<file path="src/rtl/hs_pkg.sv">
// Shared constants for the handshake source feeder and its synchronizer:
// default widths, FSM state encoding and a width helper.
package hs_pkg;

    localparam int HS_WIDTH     = 8;
    localparam int HS_DEPTH     = 16;
    localparam int HS_FRAME_LEN = 32;

    // Launch FSM encoding (2-bit, plain constants for legacy tools)
    localparam logic [1:0] ST_IDLE     = 2'd0;
    localparam logic [1:0] ST_LAUNCH   = 2'd1;
    localparam logic [1:0] ST_GUARD    = 2'd2;
    localparam logic [1:0] ST_WAIT_ACK = 2'd3;

    // Ceiling log2; returns 0 for values of 1 or less
    function automatic int clog2(input int value);
        int res;
        int v;
        res = 0;
        v   = value - 1;
        while (v > 0) begin
            res = res + 1;
            v   = v >> 1;
        end
        return res;
    endfunction

endpackage

</file>
<file path="src/rtl/hs_src_feeder_if.sv">
// Bundle of the input word stream, the synchronizer source port and the
// feeder status outputs. slave is the feeder side, master the driver side.
interface hs_src_feeder_if #(
    parameter int WIDTH = hs_pkg::HS_WIDTH
);
    logic             in_valid;
    logic [WIDTH-1:0] in_data;
    logic             in_ready;
    logic             sidle;
    logic             sready;
    logic [WIDTH-1:0] din;
    logic             frame_done;
    logic             ovf_err;
    logic             busy;

    modport slave (
        input  in_valid, in_data, sidle,
        output in_ready, sready, din, frame_done, ovf_err, busy
    );

    modport master (
        output in_valid, in_data, sidle,
        input  in_ready, sready, din, frame_done, ovf_err, busy
    );
endinterface

</file>
<file path="src/rtl/hs_sync_fifo.sv">
// Single-clock FIFO. Read data is registered and only changes on a pop,
// so the output doubles as the word presented to the synchronizer.
module hs_sync_fifo
    import hs_pkg::*;
#(
    parameter int WIDTH = HS_WIDTH,
    parameter int DEPTH = HS_DEPTH
) (
    input  logic                     clk,
    input  logic                     rst,
    input  logic                     push_i,
    input  logic [WIDTH-1:0]         wdata_i,
    input  logic                     pop_i,
    output logic [WIDTH-1:0]         rdata_o,
    output logic                     full_o,
    output logic                     empty_o,
    output logic [clog2(DEPTH):0]    count_o
);
    localparam int AW = clog2(DEPTH);
    localparam logic [AW:0] FULL_CNT = (AW+1)'(DEPTH);

    logic [WIDTH-1:0] mem_q [DEPTH];
    logic [AW-1:0]    wr_ptr_q, rd_ptr_q;
    logic [AW:0]      count_q, count_d;
    logic [WIDTH-1:0] rdata_q;
    logic             do_push, do_pop;

    assign full_o  = (count_q == FULL_CNT);
    assign empty_o = (count_q == '0);
    assign count_o = count_q;
    assign rdata_o = rdata_q;

    // Requests are qualified here so a push on full or pop on empty is ignored
    assign do_push = push_i && !full_o;
    assign do_pop  = pop_i && !empty_o;

    // Occupancy update; simultaneous push and pop leaves the count unchanged
    always_comb begin
        count_d = count_q;
        if (do_push && !do_pop) begin
            count_d = count_q + 1'b1;
        end else if (!do_push && do_pop) begin
            count_d = count_q - 1'b1;
        end
    end

    // Storage array; contents need no reset since count gates every read
    always_ff @(posedge clk) begin
        if (do_push) begin
            mem_q[wr_ptr_q] <= wdata_i;
        end
    end

    // Pointers, count and registered read data
    always_ff @(posedge clk) begin
        if (rst) begin
            wr_ptr_q <= '0;
            rd_ptr_q <= '0;
            count_q  <= '0;
            rdata_q  <= '0;
        end else begin
            count_q <= count_d;
            if (do_push) begin
                wr_ptr_q <= wr_ptr_q + 1'b1;
            end
            if (do_pop) begin
                rd_ptr_q <= rd_ptr_q + 1'b1;
                rdata_q  <= mem_q[rd_ptr_q];
            end
        end
    end

endmodule

</file>
<file path="src/rtl/hs_src_feeder.sv">
// Source-domain feeder for the two-phase handshake synchronizer: buffers
// bursty input words and launches them one at a time, never issuing a new
// sready until the previous request/acknowledge round trip has completed.
module hs_src_feeder
    import hs_pkg::*;
#(
    parameter int WIDTH     = HS_WIDTH,
    parameter int DEPTH     = HS_DEPTH,
    parameter int FRAME_LEN = HS_FRAME_LEN
) (
    input logic            clk,
    input logic            rst,
    hs_src_feeder_if.slave bus
);
    localparam int AW = clog2(DEPTH);
    localparam int CW = (FRAME_LEN > 1) ? clog2(FRAME_LEN) : 1;
    localparam logic [CW-1:0] LAST_CNT = CW'(FRAME_LEN - 1);

    logic             fifo_full, fifo_empty;
    logic [AW:0]      fifo_count;
    logic [WIDTH-1:0] fifo_rdata;
    logic             push, pop;

    logic [1:0]       state_q, state_d;
    logic [CW-1:0]    word_cnt_q, word_cnt_d;
    logic             sready_q, frame_done_q, ovf_err_q;
    logic             last_word;

    // in_ready uses the pre-pop occupancy: a full FIFO refuses a write even
    // when a pop happens on the same edge
    assign push = bus.in_valid && !fifo_full;

    // Only pop when the synchronizer is idle, so the popped word is launched
    // on the very next cycle
    assign pop = (state_q == ST_IDLE) && !fifo_empty && bus.sidle;

    assign last_word = (word_cnt_q == LAST_CNT);

    hs_sync_fifo #(
        .WIDTH (WIDTH),
        .DEPTH (DEPTH)
    ) u_fifo (
        .clk     (clk),
        .rst     (rst),
        .push_i  (push),
        .wdata_i (bus.in_data),
        .pop_i   (pop),
        .rdata_o (fifo_rdata),
        .full_o  (fifo_full),
        .empty_o (fifo_empty),
        .count_o (fifo_count)
    );

    // Launch sequencing: LAUNCH and GUARD each last one cycle, then wait for
    // the synchronizer to report idle again
    always_comb begin
        state_d = state_q;
        case (state_q)
            ST_IDLE:     if (pop) state_d = ST_LAUNCH;
            ST_LAUNCH:   state_d = ST_GUARD;
            ST_GUARD:    state_d = ST_WAIT_ACK;
            ST_WAIT_ACK: if (bus.sidle) state_d = ST_IDLE;
            default:     state_d = ST_IDLE;
        endcase
    end

    // Frame word counter advances as each LAUNCH cycle completes
    always_comb begin
        word_cnt_d = word_cnt_q;
        if (state_q == ST_LAUNCH) begin
            word_cnt_d = last_word ? '0 : word_cnt_q + 1'b1;
        end
    end

    // Control registers; sready/frame_done are set on the pop edge so they
    // are high exactly during LAUNCH
    always_ff @(posedge clk) begin
        if (rst) begin
            state_q      <= ST_IDLE;
            word_cnt_q   <= '0;
            sready_q     <= 1'b0;
            frame_done_q <= 1'b0;
            ovf_err_q    <= 1'b0;
        end else begin
            state_q      <= state_d;
            word_cnt_q   <= word_cnt_d;
            sready_q     <= pop;
            frame_done_q <= pop && last_word;
            if (bus.in_valid && fifo_full) begin
                ovf_err_q <= 1'b1;
            end
        end
    end

    assign bus.in_ready   = !fifo_full;
    assign bus.sready     = sready_q;
    assign bus.din        = fifo_rdata;
    assign bus.frame_done = frame_done_q;
    assign bus.ovf_err    = ovf_err_q;
    assign bus.busy       = (fifo_count != '0) || (state_q != ST_IDLE);

endmodule

</file>
<file path="src/flat_wrapper.sv">
// flat-port wrapper written by rule: the top's interface ports become plain ports
module hs_src_feeder_flat import hs_pkg::*;
#(
    parameter int WIDTH     = HS_WIDTH,
    parameter int DEPTH     = HS_DEPTH,
    parameter int FRAME_LEN = HS_FRAME_LEN
)
  (clk, rst, bus_in_valid, bus_in_data, bus_sidle, bus_in_ready, bus_sready, bus_din, bus_frame_done, bus_ovf_err, bus_busy);
  hs_src_feeder_if #(.WIDTH(WIDTH)) bus_i ();
  input logic clk;
  input logic rst;
  input wire logic [$bits(bus_i.in_valid)-1:0] bus_in_valid;
  input wire logic [$bits(bus_i.in_data)-1:0] bus_in_data;
  input wire logic [$bits(bus_i.sidle)-1:0] bus_sidle;
  output wire logic [$bits(bus_i.in_ready)-1:0] bus_in_ready;
  output wire logic [$bits(bus_i.sready)-1:0] bus_sready;
  output wire logic [$bits(bus_i.din)-1:0] bus_din;
  output wire logic [$bits(bus_i.frame_done)-1:0] bus_frame_done;
  output wire logic [$bits(bus_i.ovf_err)-1:0] bus_ovf_err;
  output wire logic [$bits(bus_i.busy)-1:0] bus_busy;
  assign bus_i.in_valid = bus_in_valid;
  assign bus_i.in_data = bus_in_data;
  assign bus_i.sidle = bus_sidle;
  assign bus_in_ready = bus_i.in_ready;
  assign bus_sready = bus_i.sready;
  assign bus_din = bus_i.din;
  assign bus_frame_done = bus_i.frame_done;
  assign bus_ovf_err = bus_i.ovf_err;
  assign bus_busy = bus_i.busy;
  hs_src_feeder #(.WIDTH(WIDTH), .DEPTH(DEPTH), .FRAME_LEN(FRAME_LEN)) u_core (.clk(clk), .rst(rst), .bus(bus_i));
endmodule
</file>
<file path="config.mk">
export PLATFORM = sky130hd
export DESIGN_NAME = hs_src_feeder_flat
export DESIGN_NICKNAME = d
export VERILOG_FILES = /design/src/rtl/hs_pkg.sv /design/src/rtl/hs_src_feeder_if.sv /design/src/rtl/hs_sync_fifo.sv /design/src/rtl/hs_src_feeder.sv /design/src/flat_wrapper.sv
export SDC_FILE = /design/constraint.sdc
export NUM_CORES = 1
export LEC_CHECK = 0
export CAP_MARGIN = 20
export CORE_MARGIN = 3
export CORE_UTILIZATION = 30
export DETAILED_ROUTE_END_ITERATION = 6
export PLACE_DENSITY = 0.46
export SLEW_MARGIN = 20
export SYNTH_ARGS = -nofsm -noshare
export SYNTH_HDL_FRONTEND = slang
export SYNTH_HIERARCHICAL = 1
export SYNTH_SLANG_ARGS = --single-unit
</file>
<file path="constraint.sdc">
create_clock -name clk -period 4.7 [get_ports clk]
set_input_delay 0.94 -clock clk [delete_from_list [all_inputs] [get_ports clk]]
set_output_delay 0.94 -clock clk [all_outputs]
set_load 0.01 [all_outputs]
</file>
==> out/qor.csv, run 1 <==
stage;metric;value;unit
worst_hold_path;hold_class;reg -> reg;
worst_setup_path;start_kind;flip-flop;
power_and_ir_drop;pwr-share-clk;0.332;
drt;wirelength;13.90;mm
power_and_ir_drop;switchingPower;1.134;mW
power_and_ir_drop;p_int;2.716;mW
clock_network;path_clk_slew;70;ps
placement;port_buffers;24;
worst_setup_path;cp.required;5010;ps
placement;gp_congestion;0.7453;
power_and_ir_drop;power_switching_share;0.2946;
logic_synthesis;synth_flop_cell;edfxtp_1;
power_and_ir_drop;ir_drop;287.9;uV
floorplan;fp.dieH;152.7;um
timing;relSlewSlack;0.3144;
grt;overflow;0;
power_and_ir_drop;leakage;2.444;nW
power_and_ir_drop;combinationalPowerShare;0.222;
clock_network;cts_tree;done;
clock_network;clkLatencyLatePin;420;ps
worst_hold_path;holdPathStages;2;
outcome;status;finished, final reports clean;
worst_setup_path;critPathMaxFanout;19;
layout;regArea;4466;sq um
clock_network;post_cts_resized;0;
logic_synthesis;syn_nets;441;
placement;dpl_cell_area;7046;sq um
timing;hold_ws;474.7;ps
drt;drc;0;
floorplan;start_util;0.3063;
worst_setup_path;worst_ep_arrival_time;3940;ps
clock_network;cts_sinks;159;
timing;tns;0;ps
grt;grt_pass1_wl;21.58;mm
grt;antenna_found_initial;0;
floorplan;core;21090;sq um
drt;first_iter_violations;188;
grt;use_met3;0.02755;
logic_synthesis;synth_area_per_cell;15.68;sq um
floorplan;ioPinCount;25;
layout;fin_nets;476;
timing;worst_pin_slew;1025;ps
grt;grt_max_degree;35;
logic_synthesis;synth_cell_types;44;
grt;grt.busiest_layer;met2;
layout;areaGrowthSynthToFinish;17.65;%
timing;hold_violations;0;
logic_synthesis;yosysSeqAreaShare;0.6912;
layout;utilization;0.3603;
grt;grt_use_met1;0.1623;
worst_setup_path;reg2reg_depth;13;
timing;fin_crit;3629;ps
floorplan;rows;53;
placement;post-dp-hpwl;8.773;mm
logic_synthesis;syn_area;6459;sq um
clock_network;post_cts_buffers;0;
timing;fin_ws;1071;ps
power_and_ir_drop;p_seq_frac;0.447;
logic_synthesis;synth_warnings;6;
logic_synthesis;async_flop_share;0;
power_and_ir_drop;cellPowerDensity;506.7;nW/um^2
logic_synthesis;synth_edf_count;128;
layout;final_cell_area;7599;sq um
timing;period_share;0.7722;
power_and_ir_drop;finalPower;3.850;mW
drt;via_count;3501;
worst_setup_path;r2r_end;u_core/u_fifo/count_o[4]$_SDFFE_PP0P_;
worst_setup_path;rr_startpoint;u_core/u_fifo/count_o[0]$_SDFFE_PP0P_;
layout;drive_above_1_share;0.1391;
clock_network;clock_path_buffers;2;
clock_network;cts_made_buffers;17;
placement;post-place-cells;703;
drt;viasPerCell;4.763;
worst_setup_path;r2r_setup_slack;1070;ps
worst_setup_path;end_kind;flip-flop;
layout;final_cells;735;
grt;grt.total_usage;0.1231;
layout;mostFrequentLayoutCells;edfxtp_1, nor2_1, mux2i_1;
drt;dr.pass1.iters;4;
layout;antenna_cells;0;
logic_synthesis;synth-seq-cells;159;
run;drv_cap;0;
floorplan;dieArea;23320;sq um
grt;grt_use_met2;0.2019;
timing;rsz0062_at_grt;no;
timing;setup_viol;0;
floorplan;die_x;152.7;um
layout;fillers;2035;
worst_setup_path;criticalPathCategory;reg -> reg;
grt;grt_pass1_vias;3614;
clock_network;root_buffer;clkbuf_16;
logic_synthesis;synthCells;412;
timing;final-max-slew-violation-count;0;
worst_hold_path;min_from;u_core/bus.ovf_err$_SDFFE_PP0P_;
placement;dp_slack;627.9;ps
timing;fmax;0.2755;GHz
timing;skew;8.542;ps
worst_hold_path;min_to;u_core/bus.ovf_err$_SDFFE_PP0P_;
clock_network;cts_hold_buf;0;
clock_network;htreeDepth;4;
layout;multi_input_area;1872;sq um
drt;ant_nets;0;
layout;final_common_cell;edfxtp_1;
drt;drt-wirelength-per-cell;18.91;um
## state kept, by name, indices dropped and copies added (netlist names)
register / count
u_core/u_fifo/rd_ptr_q: 4
u_core/bus.sready: 1
u_core/u_fifo/count_o: 5
u_core/state_q: 2
u_core/u_fifo/wr_ptr_q: 4
u_core/bus.frame_done: 1
u_core/u_fifo/rdata_o: 8
u_core/u_fifo/mem_q: 128
u_core/bus.ovf_err: 1
u_core/word_cnt_q: 5
## metal layers
layer,up-vias,routed length [um]
li1,1656,-
met1,1783,6498
met2,48,6845
met3,14,346
met4,0,209
met5,-,0
## cells in the mapped netlist (all sizes together), types with 8 or more instances
cell type | count | area, sq um
a21oi | 8 | 40.04
a22oi | 8 | 60.06
a311oi | 8 | 70.07
buf | 12 | 58.81
clkbuf | 8 | 30.03
dfxtp | 31 | 620.6
edfxtp | 128 | 3844
ha | 16 | 200.2
inv | 9 | 33.78
mux2i | 40 | 400.4
mux4 | 16 | 360.4
nor2 | 51 | 191.4
o22ai | 16 | 100.1
## cell families after synthesis
family,synth area share
XOR/XNOR,0.01221
AO/OA/AOI/OAI,0.05870
buffers and inverters,0.01899
adder cells (fa/ha/maj),0.03410
AND/OR/NAND/NOR,0.06529
flip-flops,0.6912
multiplexers,0.1195
## critical path: stages (launching register included)
cell and delay (ps):
dfxtp_1 380, or4_1 700, nor2_1 160, and3b_1 230, a21boi_2 160, buf_4 210
inv_1 70, ha_1 150, inv_1 110, fa_1 420, a21o_1 200, a21oi_1 170
mux2i_1 210, mux2_2 340
## layout make-up
cell class,instances,area share
Tap cell,275,0.04528
Inverter,9,0.004446
Sequential cell,159,0.5877
Clock inverter,15,0.01680
Clock buffer,17,0.05599
Timing Repair Buffer,36,0.04347
Multi-Input combinational cell,224,0.2463
## worst max path at each step
stage	startpoint	to	slack, ps	cells past startpoint
after global placement	bus_in_valid	u_core/u_fifo/count_o[4]$_SDFFE_PP0P_	670	10
after floorplan	u_core/u_fifo/count_o[0]$_SDFFE_PP0P_	u_core/u_fifo/count_o[4]$_SDFFE_PP0P_	1300	14
final	u_core/u_fifo/count_o[0]$_SDFFE_PP0P_	u_core/u_fifo/count_o[4]$_SDFFE_PP0P_	1070	13
after global routing	u_core/u_fifo/count_o[0]$_SDFFE_PP0P_	u_core/u_fifo/count_o[4]$_SDFFE_PP0P_	830	13
after CTS	u_core/u_fifo/count_o[0]$_SDFFE_PP0P_	u_core/u_fifo/count_o[4]$_SDFFE_PP0P_	1070	13
after detailed placement	bus_in_valid	u_core/u_fifo/count_o[4]$_SDFFE_PP0P_	630	10
## power groups by stage
stage                     logic, mW  clock network (mW)  registers (mW)
final                         0.853                1.28            1.72
after global routing          0.953                1.37            1.73
after CTS                     0.866                1.31            1.72
after detailed placement      0.860                   0            1.75
after global placement        0.857                   0            1.75
after floorplan               0.581                   0            1.73
No activity file was read; power rests on OpenSTA's default activity.
==> run 2, diff against run 1 <==
==> constraint.sdc (replaced) <==
create_clock -name clk -period 3.47 [get_ports clk]
set_input_delay 0.694 -clock clk [delete_from_list [all_inputs] [get_ports clk]]
set_output_delay 0.694 -clock clk [all_outputs]
set_load 0.01 [all_outputs]
==> out/qor.csv, run 2 (same netlist as run 1, synthesis figures left out) <==
stage;metric;value;unit
outcome;status;finished, final reports clean;
timing;rsz0062_at_grt;no;
grt;grt_max_degree;50;
clock_network;cts_made_buffers;17;
worst_hold_path;hold_class;reg -> reg;
timing;tns;0;ps
floorplan;start_util;0.3063;
power_and_ir_drop;leakage;2.520;nW
clock_network;clock_path_buffers;2;
timing;worst_pin_slew;871.1;ps
placement;dp_slack;81.85;ps
clock_network;root_buffer;clkbuf_16;
timing;setup_viol;0;
timing;final-max-slew-violation-count;0;
drt;drc;0;
timing;skew;8.141;ps
layout;final_common_cell;edfxtp_1;
layout;utilization;0.3667;
drt;viasPerCell;4.756;
layout;largest_reg_flops;128;
placement;gp_congestion;0.7257;
layout;top_register;u_core/u_fifo/mem_q;
timing;period_share;0.9370;
placement;dpl_cell_area;7136;sq um
grt;grt.total_usage;0.1238;
drt;first_iter_violations;195;
grt;grt_pass1_vias;3680;
timing;fin_crit;3251;ps
worst_setup_path;cp.required;3790;ps
clock_network;cts_hold_buf;0;
worst_setup_path;cpPeakStageDelay;540;ps
worst_setup_path;critPathSlowestCell;or4_4;
clock_network;clkLatencyLatePin;420;ps
drt;ant_nets;0;
grt;antenna_found_initial;0;
placement;post-dp-hpwl;8.828;mm
timing;fin_ws;218.7;ps
worst_setup_path;crit_top_cell;inv_1;
placement;port_buffers;24;
timing;relSlewSlack;0.4175;
worst_setup_path;worst_ep_arrival_time;3570;ps
floorplan;die_x;152.7;um
clock_network;cts_tree;done;
layout;final_cell_area;7732;sq um
clock_network;cts_sinks;159;
worst_setup_path;criticalPathCategory;reg -> reg;
worst_setup_path;critPathTopFamily;simple AND/OR/NAND/NOR gates;
floorplan;fp.dieH;152.7;um
worst_setup_path;crit_chain;or4_4 -> nor2_1 -> and3b_1 -> a21boi_2 -> inv_1 -> ha_1 -> inv_1 -> fa_1 -> a21o_1 -> a21oi_1 -> mux2i_1 -> mux2_2;
timing;fmax;0.3076;GHz
drt;wirelength;14.22;mm
worst_setup_path;cp.buffers_inverters;2;
clock_network;path_clk_slew;70;ps
worst_setup_path;end_kind;flip-flop;
floorplan;ioPinCount;25;
layout;areaGrowthSynthToFinish;19.72;%
layout;antenna_cells;0;
grt;grt_pass1_wl;21.53;mm
clock_network;htreeDepth;4;
worst_setup_path;start_kind;flip-flop;
floorplan;core;21090;sq um
layout;fin_nets;488;
layout;drive_above_1_share;0.1653;
drt;via_count;3553;
floorplan;dieArea;23320;sq um
power_and_ir_drop;cellPowerDensity;691.9;nW/um^2
drt;dr.pass1.iters;4;
power_and_ir_drop;ir_drop;341.4;uV
layout;mostFrequentLayoutCells;edfxtp_1, nor2_1, mux2i_1;
run;drv_cap;0;
timing;hold_violations;0;
drt;drt-wirelength-per-cell;19.04;um
grt;overflow;0;
worst_setup_path;critPathMaxFanout;6;
floorplan;rows;53;
## run 2: where the power goes
group / switching, mW / leakage (nW) / internal (mW) / total, mW
sequential: 0.0973 / 1.41 / 2.21 / 2.31
combinational: 0.659 / 0.825 / 0.559 / 1.22
clock: 0.858 / 0.287 / 0.968 / 1.83
total: 1.61 / 2.52 / 3.74 / 5.35
## run 2: path summary, 6_finish.rpt
check / from / end / slack [ps] / depth (start not counted)
setup reg to reg: u_core/u_fifo/count_o[1]$_SDFFE_PP0P_ / u_core/u_fifo/count_o[4]$_SDFFE_PP0P_ / 220 / 12
setup / recovery: u_core/u_fifo/count_o[1]$_SDFFE_PP0P_ / u_core/u_fifo/count_o[4]$_SDFFE_PP0P_ / 220 / 12
hold / removal: u_core/bus.ovf_err$_SDFFE_PP0P_ / u_core/bus.ovf_err$_SDFFE_PP0P_ / 470 / 2
hold reg to reg: u_core/bus.ovf_err$_SDFFE_PP0P_ / u_core/bus.ovf_err$_SDFFE_PP0P_ / 470 / 2
## run 2: layer usage
metal | global-route usage | vias to the layer above | part of all wire
met1 | 0.1601 | 1824 | 0.47
met5 | 0 | - | 0
met3 | 0.03181 | 10 | 0.026
met2 | 0.2055 | 36 | 0.49
met4 | 0.03818 | 0 | 0.012
li1 | - | 1683 | -
## run 2: stage by stage
step	std cells	hold WS [ps]	power, mW
final	747	471.5	5.350
after global routing	747	528.1	5.636
after CTS	747	478.5	5.427
after detailed placement	715	462.8	3.579
after global placement	715	461.9	3.552
after floorplan	412	458.8	3.136
## run 2: timing repair
action,4_1_cts,5_1_grt
setup buffers,0,0
endpoints found under the setup margin,0,1
hold endpoints to repair,0,0
resized for setup,0,1
## run 2: final cells by class
type                       count  area [sq um]
fill                        2023         13360
sequential                   159          4466
multi-input combinational    224          1876
clock buffer                  17         425.4
timing repair buffer          48         420.4
tap                          275         344.1
clock inverter                15         167.7
inverter                       9         33.78
## run 2: worst register-to-register path, delay by kind of cell (launching register included)
kind,cells,cell delay (ps)
compound gates,3,540
fa+ha+maj,2,580
buf+inv,2,180
flops,1,370
mux,2,570
simple gates,3,900
